===== config.mk =====
export PLATFORM = sky130hd
export DESIGN_NAME = portb_arbiter_flat
export DESIGN_NICKNAME = d
export VERILOG_FILES = /design/src/rtl/portb_arbiter_if.sv /design/src/rtl/portb_arbiter.sv /design/src/flat_wrapper.sv
export SDC_FILE = /design/constraint.sdc
export NUM_CORES = 1
export LEC_CHECK = 0
export ABC_AREA = 1
export CAP_MARGIN = 20
export CORE_MARGIN = 2
export CORE_UTILIZATION = 31
export CTS_CLUSTER_SIZE = 30
export DETAILED_ROUTE_END_ITERATION = 7
export GPL_TIMING_DRIVEN = 0
export HOLD_SLACK_MARGIN = 0.15
export PLACE_DENSITY_LB_ADDON = 0.25
export REMOVE_ABC_BUFFERS = 1
export SYNTH_ARGS = -nofsm -noshare
export SYNTH_HDL_FRONTEND = slang
export SYNTH_SLANG_ARGS = --single-unit

===== constraint.sdc =====
create_clock -name clk -period 2.7 [get_ports clk]
set_clock_uncertainty 0.2 [all_clocks]
set_input_delay 0.405 -clock clk [delete_from_list [all_inputs] [get_ports clk]]
set_output_delay 0.405 -clock clk [all_outputs]
set_load 0.02 [all_outputs]

===== src/rtl/portb_arbiter_if.sv =====
// Port-B sharing bundle: two requester channels plus the RAM port-B side.
// The arbiter takes the slave view; requesters and the RAM model take the master view.
interface portb_arbiter_if #(
  parameter int AW = 16,
  parameter int DW = 16
);
  logic          req0;
  logic          lock0;
  logic          we0;
  logic [AW-1:0] addr0;
  logic [DW-1:0] wdata0;
  logic          gnt0;
  logic          rvalid0;
  logic [DW-1:0] rdata0;

  logic          req1;
  logic          lock1;
  logic          we1;
  logic [AW-1:0] addr1;
  logic [DW-1:0] wdata1;
  logic          gnt1;
  logic          rvalid1;
  logic [DW-1:0] rdata1;

  logic [AW-1:0] addressB;
  logic [DW-1:0] writeDataB;
  logic          writeEnableB;
  logic [DW-1:0] readDataB;

  modport slave (
    input  req0, lock0, we0, addr0, wdata0,
    input  req1, lock1, we1, addr1, wdata1,
    input  readDataB,
    output gnt0, rvalid0, rdata0,
    output gnt1, rvalid1, rdata1,
    output addressB, writeDataB, writeEnableB
  );

  modport master (
    output req0, lock0, we0, addr0, wdata0,
    output req1, lock1, we1, addr1, wdata1,
    output readDataB,
    input  gnt0, rvalid0, rdata0,
    input  gnt1, rvalid1, rdata1,
    input  addressB, writeDataB, writeEnableB
  );
endinterface


===== src/rtl/portb_arbiter.sv =====
// Two-requester arbiter for text/glyph RAM port B: round-robin or fixed priority,
// optional lock for read-modify-write, and tagged read-data return after RD_LAT cycles.
module portb_arbiter #(
  parameter int AW     = 16,
  parameter int DW     = 16,
  parameter int RD_LAT = 1,
  parameter int PRIO0  = 0
) (
  input logic             clk,
  input logic             rst,
  portb_arbiter_if.slave  bus
);

  typedef enum logic [1:0] {
    UNLOCKED,
    LOCKED_0,
    LOCKED_1
  } lockState_t;

  typedef struct packed {
    logic valid;
    logic id;
  } rdTag_t;

  lockState_t    lockState;
  logic          last;
  rdTag_t        rdPipe [RD_LAT];
  logic [AW-1:0] addrHold;

  logic          gnt0;
  logic          gnt1;
  logic          gntAny;
  logic [AW-1:0] addrSel;
  logic [DW-1:0] wdataSel;
  rdTag_t        rdPush;
  rdTag_t        rdOut;

  // NOTE: every output of this block gets a default first, so no path can infer a latch.
  always_comb begin
    gnt0 = 1'b0;
    gnt1 = 1'b0;
    if (!rst) begin
      case (lockState)
        LOCKED_0: gnt0 = bus.req0;
        LOCKED_1: gnt1 = bus.req1;
        default: begin
          if (bus.req0 && bus.req1) begin
            // last == 1 means requester 1 was served most recently, so 0 goes next
            if (PRIO0 != 0 || last) gnt0 = 1'b1;
            else                    gnt1 = 1'b1;
          end else begin
            gnt0 = bus.req0;
            gnt1 = bus.req1;
          end
        end
      endcase
    end
  end

  assign gntAny = gnt0 | gnt1;

  always_comb begin
    addrSel  = addrHold;
    wdataSel = '0;
    if (gnt1) begin
      addrSel  = bus.addr1;
      wdataSel = bus.wdata1;
    end else if (gnt0) begin
      addrSel  = bus.addr0;
      wdataSel = bus.wdata0;
    end
  end

  assign rdPush.valid = (gnt0 & ~bus.we0) | (gnt1 & ~bus.we1);
  assign rdPush.id    = gnt1;
  assign rdOut        = rdPipe[RD_LAT-1];

  assign bus.gnt0         = gnt0;
  assign bus.gnt1         = gnt1;
  assign bus.addressB     = addrSel;
  assign bus.writeDataB   = wdataSel;
  assign bus.writeEnableB = (gnt0 & bus.we0) | (gnt1 & bus.we1);

  // Read return is gated by rst so in-flight data never surfaces during reset.
  assign bus.rvalid0 = ~rst & rdOut.valid & ~rdOut.id;
  assign bus.rvalid1 = ~rst & rdOut.valid &  rdOut.id;
  assign bus.rdata0  = bus.rvalid0 ? bus.readDataB : '0;
  assign bus.rdata1  = bus.rvalid1 ? bus.readDataB : '0;

  // NOTE: sequential state uses non-blocking assignments so every register samples pre-edge values.
  always_ff @(posedge clk) begin
    if (rst) begin
      lockState <= UNLOCKED;
      last      <= 1'b1;
      addrHold  <= '0;
      // NOTE: the read-tag pipe is reset on purpose: its valid bits decide whether rvalid fires.
      for (int i = 0; i < RD_LAT; i++) rdPipe[i] <= '0;
    end else begin
      if (gntAny) begin
        last     <= gnt1;
        addrHold <= addrSel;
      end

      rdPipe[0] <= rdPush;
      for (int i = 1; i < RD_LAT; i++) rdPipe[i] <= rdPipe[i-1];

      case (lockState)
        UNLOCKED: begin
          if (gnt0 && bus.lock0)      lockState <= LOCKED_0;
          else if (gnt1 && bus.lock1) lockState <= LOCKED_1;
        end
        LOCKED_0: if (!bus.req0 || !bus.lock0) lockState <= UNLOCKED;
        LOCKED_1: if (!bus.req1 || !bus.lock1) lockState <= UNLOCKED;
        default:  lockState <= UNLOCKED;
      endcase
    end
  end

endmodule


===== src/flat_wrapper.sv =====
// flat-port wrapper written by rule: the top's interface ports become plain ports
module portb_arbiter_flat 
#(
  parameter int AW     = 16,
  parameter int DW     = 16,
  parameter int RD_LAT = 1,
  parameter int PRIO0  = 0
)
  (clk, rst, bus_req0, bus_lock0, bus_we0, bus_addr0, bus_wdata0, bus_req1, bus_lock1, bus_we1, bus_addr1, bus_wdata1, bus_readDataB, bus_gnt0, bus_rvalid0, bus_rdata0, bus_gnt1, bus_rvalid1, bus_rdata1, bus_addressB, bus_writeDataB, bus_writeEnableB);
  portb_arbiter_if #(.AW(AW), .DW(DW)) bus_i ();
  input logic clk;
  input logic rst;
  input wire logic [$bits(bus_i.req0)-1:0] bus_req0;
  input wire logic [$bits(bus_i.lock0)-1:0] bus_lock0;
  input wire logic [$bits(bus_i.we0)-1:0] bus_we0;
  input wire logic [$bits(bus_i.addr0)-1:0] bus_addr0;
  input wire logic [$bits(bus_i.wdata0)-1:0] bus_wdata0;
  input wire logic [$bits(bus_i.req1)-1:0] bus_req1;
  input wire logic [$bits(bus_i.lock1)-1:0] bus_lock1;
  input wire logic [$bits(bus_i.we1)-1:0] bus_we1;
  input wire logic [$bits(bus_i.addr1)-1:0] bus_addr1;
  input wire logic [$bits(bus_i.wdata1)-1:0] bus_wdata1;
  input wire logic [$bits(bus_i.readDataB)-1:0] bus_readDataB;
  output wire logic [$bits(bus_i.gnt0)-1:0] bus_gnt0;
  output wire logic [$bits(bus_i.rvalid0)-1:0] bus_rvalid0;
  output wire logic [$bits(bus_i.rdata0)-1:0] bus_rdata0;
  output wire logic [$bits(bus_i.gnt1)-1:0] bus_gnt1;
  output wire logic [$bits(bus_i.rvalid1)-1:0] bus_rvalid1;
  output wire logic [$bits(bus_i.rdata1)-1:0] bus_rdata1;
  output wire logic [$bits(bus_i.addressB)-1:0] bus_addressB;
  output wire logic [$bits(bus_i.writeDataB)-1:0] bus_writeDataB;
  output wire logic [$bits(bus_i.writeEnableB)-1:0] bus_writeEnableB;
  assign bus_i.req0 = bus_req0;
  assign bus_i.lock0 = bus_lock0;
  assign bus_i.we0 = bus_we0;
  assign bus_i.addr0 = bus_addr0;
  assign bus_i.wdata0 = bus_wdata0;
  assign bus_i.req1 = bus_req1;
  assign bus_i.lock1 = bus_lock1;
  assign bus_i.we1 = bus_we1;
  assign bus_i.addr1 = bus_addr1;
  assign bus_i.wdata1 = bus_wdata1;
  assign bus_i.readDataB = bus_readDataB;
  assign bus_gnt0 = bus_i.gnt0;
  assign bus_rvalid0 = bus_i.rvalid0;
  assign bus_rdata0 = bus_i.rdata0;
  assign bus_gnt1 = bus_i.gnt1;
  assign bus_rvalid1 = bus_i.rvalid1;
  assign bus_rdata1 = bus_i.rdata1;
  assign bus_addressB = bus_i.addressB;
  assign bus_writeDataB = bus_i.writeDataB;
  assign bus_writeEnableB = bus_i.writeEnableB;
  portb_arbiter #(.AW(AW), .DW(DW), .RD_LAT(RD_LAT), .PRIO0(PRIO0)) u_core (.clk(clk), .rst(rst), .bus(bus_i));
endmodule

# Word-level counts from Yosys, hierarchy flattened
# Memories as Yosys holds them, arrays and structs flattened.
# Cells that the tools add are included.
[totals]
register_bits = 19
ramBits = 2
output_inout_bits = 69
mem_count = 1
[memory_table]
columns = ["name", "depth", "word_bits", "rd", "rd_ports_with_merged_regs", "wr", "line", "source"]
rows = [
  ["u_core.rdPipe", 1, 2, 1, 0, 1, "portb_arbiter.sv:27", "rdTag_t rdPipe [RD_LAT];"],
]
[classes]
n_eq_ne = 5
mux = 24
n_bitwise = 14
reduce_logical = 12
[ops]
columns = ["op", "count"]
rows = [
  ["2-to-1 mux 16 bit", 6],
  ["2-to-1 mux 1 bit", 10],
  ["2-to-1 mux 2 bit", 5],
  ["AND 1 bit", 7],
  ["one-hot mux 2 bit (3 select lines)", 1],
  ["zero test 1 bit", 4],
  ["inequality test 2 x 1 -> 1 bit, second input constant", 2],
  ["inverter 1 bit", 4],
  ["one-hot mux 1 bit (2 select lines)", 2],
  ["logical AND 1 bit", 3],
  ["inequality test 3 x 1 -> 1 bit, second input constant", 1],
  ["OR 1 bit", 3],
  ["AND reduction 3 bit", 1],
  ["equality test 2 x 1 -> 1 bit, second input constant", 1],
  ["equality test 2 bit, second input constant", 1],
  ["zero test 2 bit", 1],
  ["logical OR 1 bit", 2],
  ["OR reduction 2 bit", 1],
]

# Longest topological paths before layout
# Gate-level depths: netlist of the first run.
[depth]
depth_word = 8
ltp_mapped = 11
mapped_depth_nobuf = 10

# Least setup slack after synthesis of the first run
# No wires, ideal clock.
[synth_timing]
path_kind = "in2out"
startpoint = "input port rst"
endpoint = "output port bus_rdata1[10]"
arrival_ns = 1.686
required_time_ns = 2.095
setup_slack_ns = 0.409
cell_stages = 4
n_path_buf = 1
cell_sequence = "nor3_1 > inv_1 > buf_2 > nor2_1"
[synth_between]
elab_chain_len = 4
[synth_rtl]
columns = ["element", "line", "source"]
rows = [
  ["from (decl)", "flat_wrapper.sv:12", "input logic rst;"],
  ["inverter 1 bit", "portb_arbiter.sv:86", "assign bus.rvalid1 = ~rst & rdOut.valid & rdOut.id;"],
  ["AND 1 bit (2 in a row)", "portb_arbiter.sv:86", ""],
  ["2-to-1 mux 16 bit", "portb_arbiter.sv:88", "assign bus.rdata1 = bus.rvalid1 ? bus.readDataB : '0;"],
  ["to (decl)", "flat_wrapper.sv:29", "output wire logic [$bits(bus_i.rdata1)-1:0] bus_rdata1;"],
]
# Every way passes these cells.

# Final worst setup path of the first run
[layout_timing]
startpoint = "input port rst"
endpoint = "output port bus_rdata1[7]"
# The elaborated chain is that of the path after synthesis.

==> run metrics, run 1 <==
proportion of layout cells with a drive suffix above 1=21.54%; number of synthesized flops with an enable pin=0; cell with the largest stage delay on the worst path=sky130_fd_sc_hd__clkdlybuf4s50_1; Setup crit start kind=primary input; post-route clock period utilization=a little under 100%; CP Data Required Time=roughly 2.1 ns; ordered list of cells on the worst path=dlygate4sd2_1, nor3_2, inv_2, nor2_1, clkdlybuf4s50_1; top-level port count=157; type of the worst min-delay path=reg2reg; global-route wire length before repair=~12000 um; die boundary height=78.63 um; worst hold slack=~0.28 ns; most used standard cells in the synthesized netlist=sky130_fd_sc_hd__nand2_1 (62), sky130_fd_sc_hd__nand3_1 (57), sky130_fd_sc_hd__inv_1 (42), sky130_fd_sc_hd__nor2_1 (34), sky130_fd_sc_hd__dfxtp_1 (21); number of instances in the synthesized netlist=between 200 and 300; clock network fraction of design power=about 17%; vias post-DR=approximately 2500; overall fraction of global-route tracks in use=between 20% and 30%; Yosys top cell by area=sky130_fd_sc_hd__dfxtp_1; number of nets at the end of the flow=between 500 and 600; RSZ-0062 raised after global routing=yes; core region area=about 5400 um2; TritonCTS clock tree=built; pin count of the biggest net entering global routing=18; number of cell rows=27; number of antenna violations at the first check in global routing=0; commonest register cell after synthesis=sky130_fd_sc_hd__dfxtp_1; P_sw=456.3 uW; remaining global-route overflow=0; number of slew-limit violations in the final report=0; Root Buffer=sky130_fd_sc_hd__clkbuf_8; Max Fanout on Critical Path=16; pin slew with the least headroom to its limit=approximately 0.44 ns; Pwr per Cell Area=330.3 nW/um2; # DRC=0; routed length on met3=around 760 um; wire length on met1=between 2000 and 3000 um; netlist area before placement=roughly 1700 um2; maximum single-stage delay on the critical path=slightly above 0.6 ns; area share of the leading cell type in the synthesized netlist=between 20% and 30%; synth unique cells=22; post-layout util=approximately 67%; element type at the critical path end=primary output; Total Wirelength=roughly 7500 um; Area Overhead vs Synth=110.7%; remaining number of nets flagged by the antenna check after routing=0; internal power=approximately 740 uW; last weighted congestion value of the routability-driven placer=0.7576; Bufs on Longest Clock Path=2; CTS Sinks=21; diodes inserted=0; Max VDD drop=between 300 and 400 uV; clock buffer count from CTS=3; post-synthesis average cell area=approximately 6.2 um2; Async SR Flop Fraction=0%; count of non-filler cells in the finished layout=about 530; clock input transition at the sequential cells of the worst setup and hold paths=~0.08 ns; number of H-tree levels=1; clock latency of the later-clocked register in the worst-skew pair=around 0.26 ns; maximum frequency from static timing analysis=between 300 and 400 MHz; final hold violation count=0; highest routed metal layer=met4; fin crit period=between 2 and 3 ns; placed cell count=a little under 500; headroom to the max-slew limit=a little over two thirds; starting density of the core=between 30% and 40%; metal2 WL=around 3900 um; Port Buf Inserts=between 150 and 200; routed vias/inst=~4.7; sequential element share of the synthesized area=between 20% and 30%; synthesis warning total=0; Pleak=1.826 nW; HPWL after detailed placement=4629 um; Setup Crit Path Kind=in2out; outcome=finished, final reports clean; Die Width=roughly 79 um; logic gate share of total power=around 54%; full die area=slightly above 6000 um2; synth top area cells=sky130_fd_sc_hd__dfxtp_1 (24%), sky130_fd_sc_hd__nand3_1 (17%), sky130_fd_sc_hd__nand2_1 (13%); relative contribution of sequential cells to total power=between 20% and 30%; maxcap violations=0; vias in the first global route=approximately 2400; average wire per cell in the routed design=14.17 um; number of DRC markers after the initial detailed-route iteration=97; number of synthesized register bits=21; Net Sw Frac=roughly 38%; cell with the most instances after synthesis=sky130_fd_sc_hd__nand2_1; router iterations before antenna repair=6; setup TNS after final layout=0 ns; number of setup violations in the final report=0; arrival time of the worst setup path=roughly 2 ns
[stage by stage]
stage / cell area (um2) / setup WS (ns) / power, mW
CTS: 3661 / -0.05701 / 1.207
global placement: 3268 / -0.9784 / 0.9217
finish: 3637 / 0.09021 / 1.201
detailed placement: 3268 / -1.007 / 0.9277
global route: 3637 / -0.004587 / 1.274
floorplan: 1617 / 0.2191 / 0.6172
[cells by family after synthesis]
group                      after synthesis  synth area share, %
buffers and inverters                   63                16.59
DFF                                     21                24.35
and+or+nand+nor                        187                54.71
adders and majority gates                3                2.174
AOI/OAI and AO/OA                        6                2.174
[state kept, by name, summed over array words and instances, names as in the netlist]
name and count:
u_core.lockState 2, u_core.rdPipe 2, u_core.addrHold 16, u_core.last 1
[power by group through the flow]
stage	registers (mW)	clock network [mW]	logic, mW
after global placement	0.350	0	0.572
after floorplan	0.349	0	0.268
after CTS	0.344	0.214	0.648
final	0.345	0.207	0.649
after global routing	0.347	0.229	0.698
after detailed placement	0.351	0	0.577
[worst paths after layout]
kind         slack, ns                  end  depth (start not counted)                start
max               0.09        bus_rdata1[7]                          5                  rst
min               0.28  u_core.lockState[0]                          2  u_core.lockState[0]
max reg2reg       0.73   u_core.addrHold[6]                         12  u_core.lockState[0]
min reg2reg       0.28  u_core.lockState[0]                          2  u_core.lockState[0]
[metal layers]
metal | vias to the layer above | global-route usage [%]
met3 | 6 | 7.931
met2 | 111 | 45.73
met4 | 0 | 4.035
li1 | 1237 | -
met5 | - | 0
met1 | 1135 | 25.40
[timing repair]
item,4_1_cts,5_1_grt
endpoints found under the setup margin,67,49
pin swaps,9,2
resized for setup,71,41
buffers inserted,21,2
hold buffers,0,0
cloned,8,0
[area by class of cell]
| cell class | count | area (um2) |
|---|---|---|
| fillers | 491 | 1802 |
| repair inverters | 1 | 3.754 |
| flip-flops and latches | 21 | 421.7 |
| multi-input cells | 203 | 1180 |
| repair buffers | 179 | 1710 |
| inverters | 47 | 186.4 |
| well taps | 72 | 90.09 |
| clock buffers | 4 | 45.04 |
[critical path: cells and delay by family]
family	cells	cell delay [ns]
simple gates	2	0.45
buf+inv	3	1.15
[layout by cell type (no fill, tap or decap), types with 7 or more instances in the layout]
cell                              count
sky130_fd_sc_hd__nand3_4              7
sky130_fd_sc_hd__dlygate4sd2_1       11
sky130_fd_sc_hd__buf_4               19
sky130_fd_sc_hd__nand2_2             12
sky130_fd_sc_hd__nand2_1             61
sky130_fd_sc_hd__dfxtp_1             20
sky130_fd_sc_hd__nor2_1              34
sky130_fd_sc_hd__nand3_2             15
sky130_fd_sc_hd__clkbuf_2            13
sky130_fd_sc_hd__nand3_1             56
sky130_fd_sc_hd__clkdlybuf4s50_1    117
sky130_fd_sc_hd__clkdlybuf4s15_1      8
sky130_fd_sc_hd__inv_1               39
Power figures use the tool's default switching activity.
==> run 2: changes to the inputs <==
- REMOVE_ABC_BUFFERS: 1 -> default
==> run 2 against run 1 <==
  * Hold slack got worse by 0.00075 ns
  * Clock-buffer cell count is 1 lower
  * Setup slack worse by 0.021 ns
  * First-iteration DRC count is 40% lower
  * Critical path type unchanged
==> run metrics, run 2 (same netlist as run 1, synthesis figures left out) <==
Pwr per Cell Area=329.4 nW/um2 (-0.26%); Die Width=78.63 um (unchanged); proportion of layout cells with a drive suffix above 1=23.20% (+1.7 points); register containing the most flip-flops in the final layout=u_core.addrHold; routed vias/inst=4.525 (-4.2%); remaining number of nets flagged by the antenna check after routing=0 (unchanged); flip-flop count of the largest register, all copies and words added=16 (unchanged); average wire per cell in the routed design=13.06 um (-7.8%); CTS Sinks=21 (unchanged); routed length on met3=661 um (-12%); total power consumption of the routed design=1.150 mW (-4.3%); CP Data Required Time=2.10 ns (about the same); die boundary height=78.63 um (unchanged); Total Wirelength=6741 um (-9.8%); clock latency of the later-clocked register in the worst-skew pair=0.26 ns (about the same); DP Area=3378 um2 (+3.4%); pin count of the biggest net entering global routing=13 (-5); number of slew-limit violations in the final report=0 (unchanged); worst hold slack=0.2815 ns (-0.0007480 ns); vias in the first global route=2189 (-10%); top-level port count=157 (unchanged); Root Buffer=sky130_fd_sc_hd__clkbuf_8; overall fraction of global-route tracks in use=20.78% (-3.1 points); HPWL after detailed placement=5373 um (+16%); Port Buf Inserts=156 (unchanged); maximum frequency from static timing analysis=380.1 MHz (-0.80%); maxcap violations=0 (unchanged); relative contribution of sequential cells to total power=29.9% (+1.2 points); number of nets at the end of the flow=536 (-2.0%); clock network fraction of design power=18.3% (+1.0 points); internal power=728.3 uW (-2.2%); Setup Crit Path Kind=in2out; # DRC=0 (unchanged); commonest non-fill, non-tap cells in the layout=sky130_fd_sc_hd__clkdlybuf4s50_1 (94), sky130_fd_sc_hd__nand2_1 (60), sky130_fd_sc_hd__nand3_1 (56); diodes inserted=0 (unchanged); wire length on met1=2522 um (-8.8%); element type at the critical path end=primary output; clock buffer count from CTS=3 (unchanged); Net Sw Frac=36.66% (-1.3 points); last weighted congestion value of the routability-driven placer=0.8155 (+7.6%); starting density of the core=31.75% (unchanged); router iterations before antenna repair=4 (-2); logic gate share of total power=51.8% (-2.2 points); full die area=6183 um2 (unchanged); Max Fanout on Critical Path=10 (-6); pin slew with the least headroom to its limit=0.2802 ns (-0.1617 ns); number of cell rows=27 (unchanged); number of H-tree levels=1 (unchanged); Cells on Worst Hold Path=2 (unchanged); arrival time of the worst setup path=2.03 ns (+0.03 ns); metal2 WL=3529 um (-9.2%); pre-CTS WS=-0.3688 ns (+0.6377 ns); P_sw=421.5 uW (-7.6%); TritonCTS clock tree=built; remaining global-route overflow=0 (unchanged); outcome=finished, final reports clean; vias post-DR=2335 (-6.2%); Pleak=1.866 nW (+2.2%); clock input transition at the sequential cells of the worst setup and hold paths=0.08 ns (about the same); filler instances=501 (+2.0%); number of antenna violations at the first check in global routing=0 (unchanged); Max VDD drop=303.2 uV (-16%); fin crit period=2.631 ns (+0.02112 ns); Bufs on Longest Clock Path=2 (unchanged); largest registers in the final layout=u_core.addrHold (16), u_core.lockState (2), u_core.rdPipe (2); Worst R2R Path Depth=10 (-2); headroom to the max-slew limit=81.29% (+11 points); Final WS setup=0.06909 ns (-0.02112 ns); Final Instance Area=3491 um2 (-4.0%); post-route clock period utilization=97.44% (+0.78 points); post-layout util=64.18% (-2.7 points); final hold violation count=0 (unchanged); type of the worst min-delay path=reg2reg; Area Overhead vs Synth=102.2%; core region area=5439 um2 (unchanged); highest routed metal layer=met4; number of DRC markers after the initial detailed-route iteration=58 (-40%); global-route wire length before repair=10410 um (-11%); Setup crit start kind=primary input; nets in the synthesized netlist=around 370; commonest non-fill, non-tap cell in the layout=sky130_fd_sc_hd__clkdlybuf4s50_1; number of setup violations in the final report=0 (unchanged)
[run 2: cell types whose count changed in the layout (fill, tap and decap cells not counted), sizes merged, moves of 4 or more]
| cell | change |
|---|---|
| dlygate4sd2 | +12 |
| buf | -4 |
| clkdlybuf4s50 | -23 |
| clkdlybuf4s15 | +14 |
| nand3 | -5 |
| clkbuf | -4 |
[run 2: routing by layer]
metal | vias to the layer above | track usage (%)
met2 | 99 | 40.00
met5 | - | 0
li1 | 1198 | -
met3 | 4 | 6.667
met4 | 0 | 2.982
met1 | 1034 | 22.32
[run 2: path summary, 6_finish.rpt]
path,from,endpoint,slack (ns)
max,bus_req0,bus_writeDataB[14],0.07
min,u_core.lockState[0],u_core.lockState[0],0.28
max reg2reg,u_core.lockState[1],u_core.lockState[1],0.84
min reg2reg,u_core.lockState[0],u_core.lockState[0],0.28
[run 2: metrics by stage]
step / setup TNS, ns / std cells
after floorplan: 0 / 280
after global placement: -12.83 / 508
after detailed placement: -14.31 / 508
after CTS: -0.4232 / 514
after global routing: -0.03435 / 516
final: 0 / 516
[run 2: final cells by class]
cell class                 count  area [um2]  share of cell area (%)
timing repair buffer         160        1545                   44.27
inverter                      47       176.4                   5.054
multi-input combinational    196        1067                   30.57
sequential                    21       421.7                   12.08
buffer                        16       143.9                   4.122
clock inverter                 1       5.005                  0.1434
tap                           72       90.09                   2.581
clock buffer                   3       41.29                   1.183
[run 2: what timing repair did]
item / in CTS / in global routing
hold buffers: 0 / 0
pin swaps: 1 / 2
setup buffers: 2 / 2
endpoints found under the setup margin: 63 / 55
gates resized for setup: 125 / 29
[run 2: critical path, cell delays in order]
cell and delay [ns]:
sky130_fd_sc_hd__clkdlybuf4s50_1 0.59, sky130_fd_sc_hd__nand3_2 0.15, sky130_fd_sc_hd__nand3_4 0.16, sky130_fd_sc_hd__buf_8 0.15
sky130_fd_sc_hd__buf_6 0.15, sky130_fd_sc_hd__nand3_1 0.08, sky130_fd_sc_hd__nand2_1 0.07, sky130_fd_sc_hd__clkdlybuf4s15_2 0.27
[run 2: power groups by stage]
stage	registers, mW	logic, mW	clock network [mW]
4_1_cts	0.344	0.587	0.214
3_5_place_dp	0.351	0.598	0
2_1_floorplan	0.349	0.290	0
6_report	0.344	0.595	0.210
5_1_grt	0.346	0.643	0.228
3_3_place_gp	0.350	0.593	0
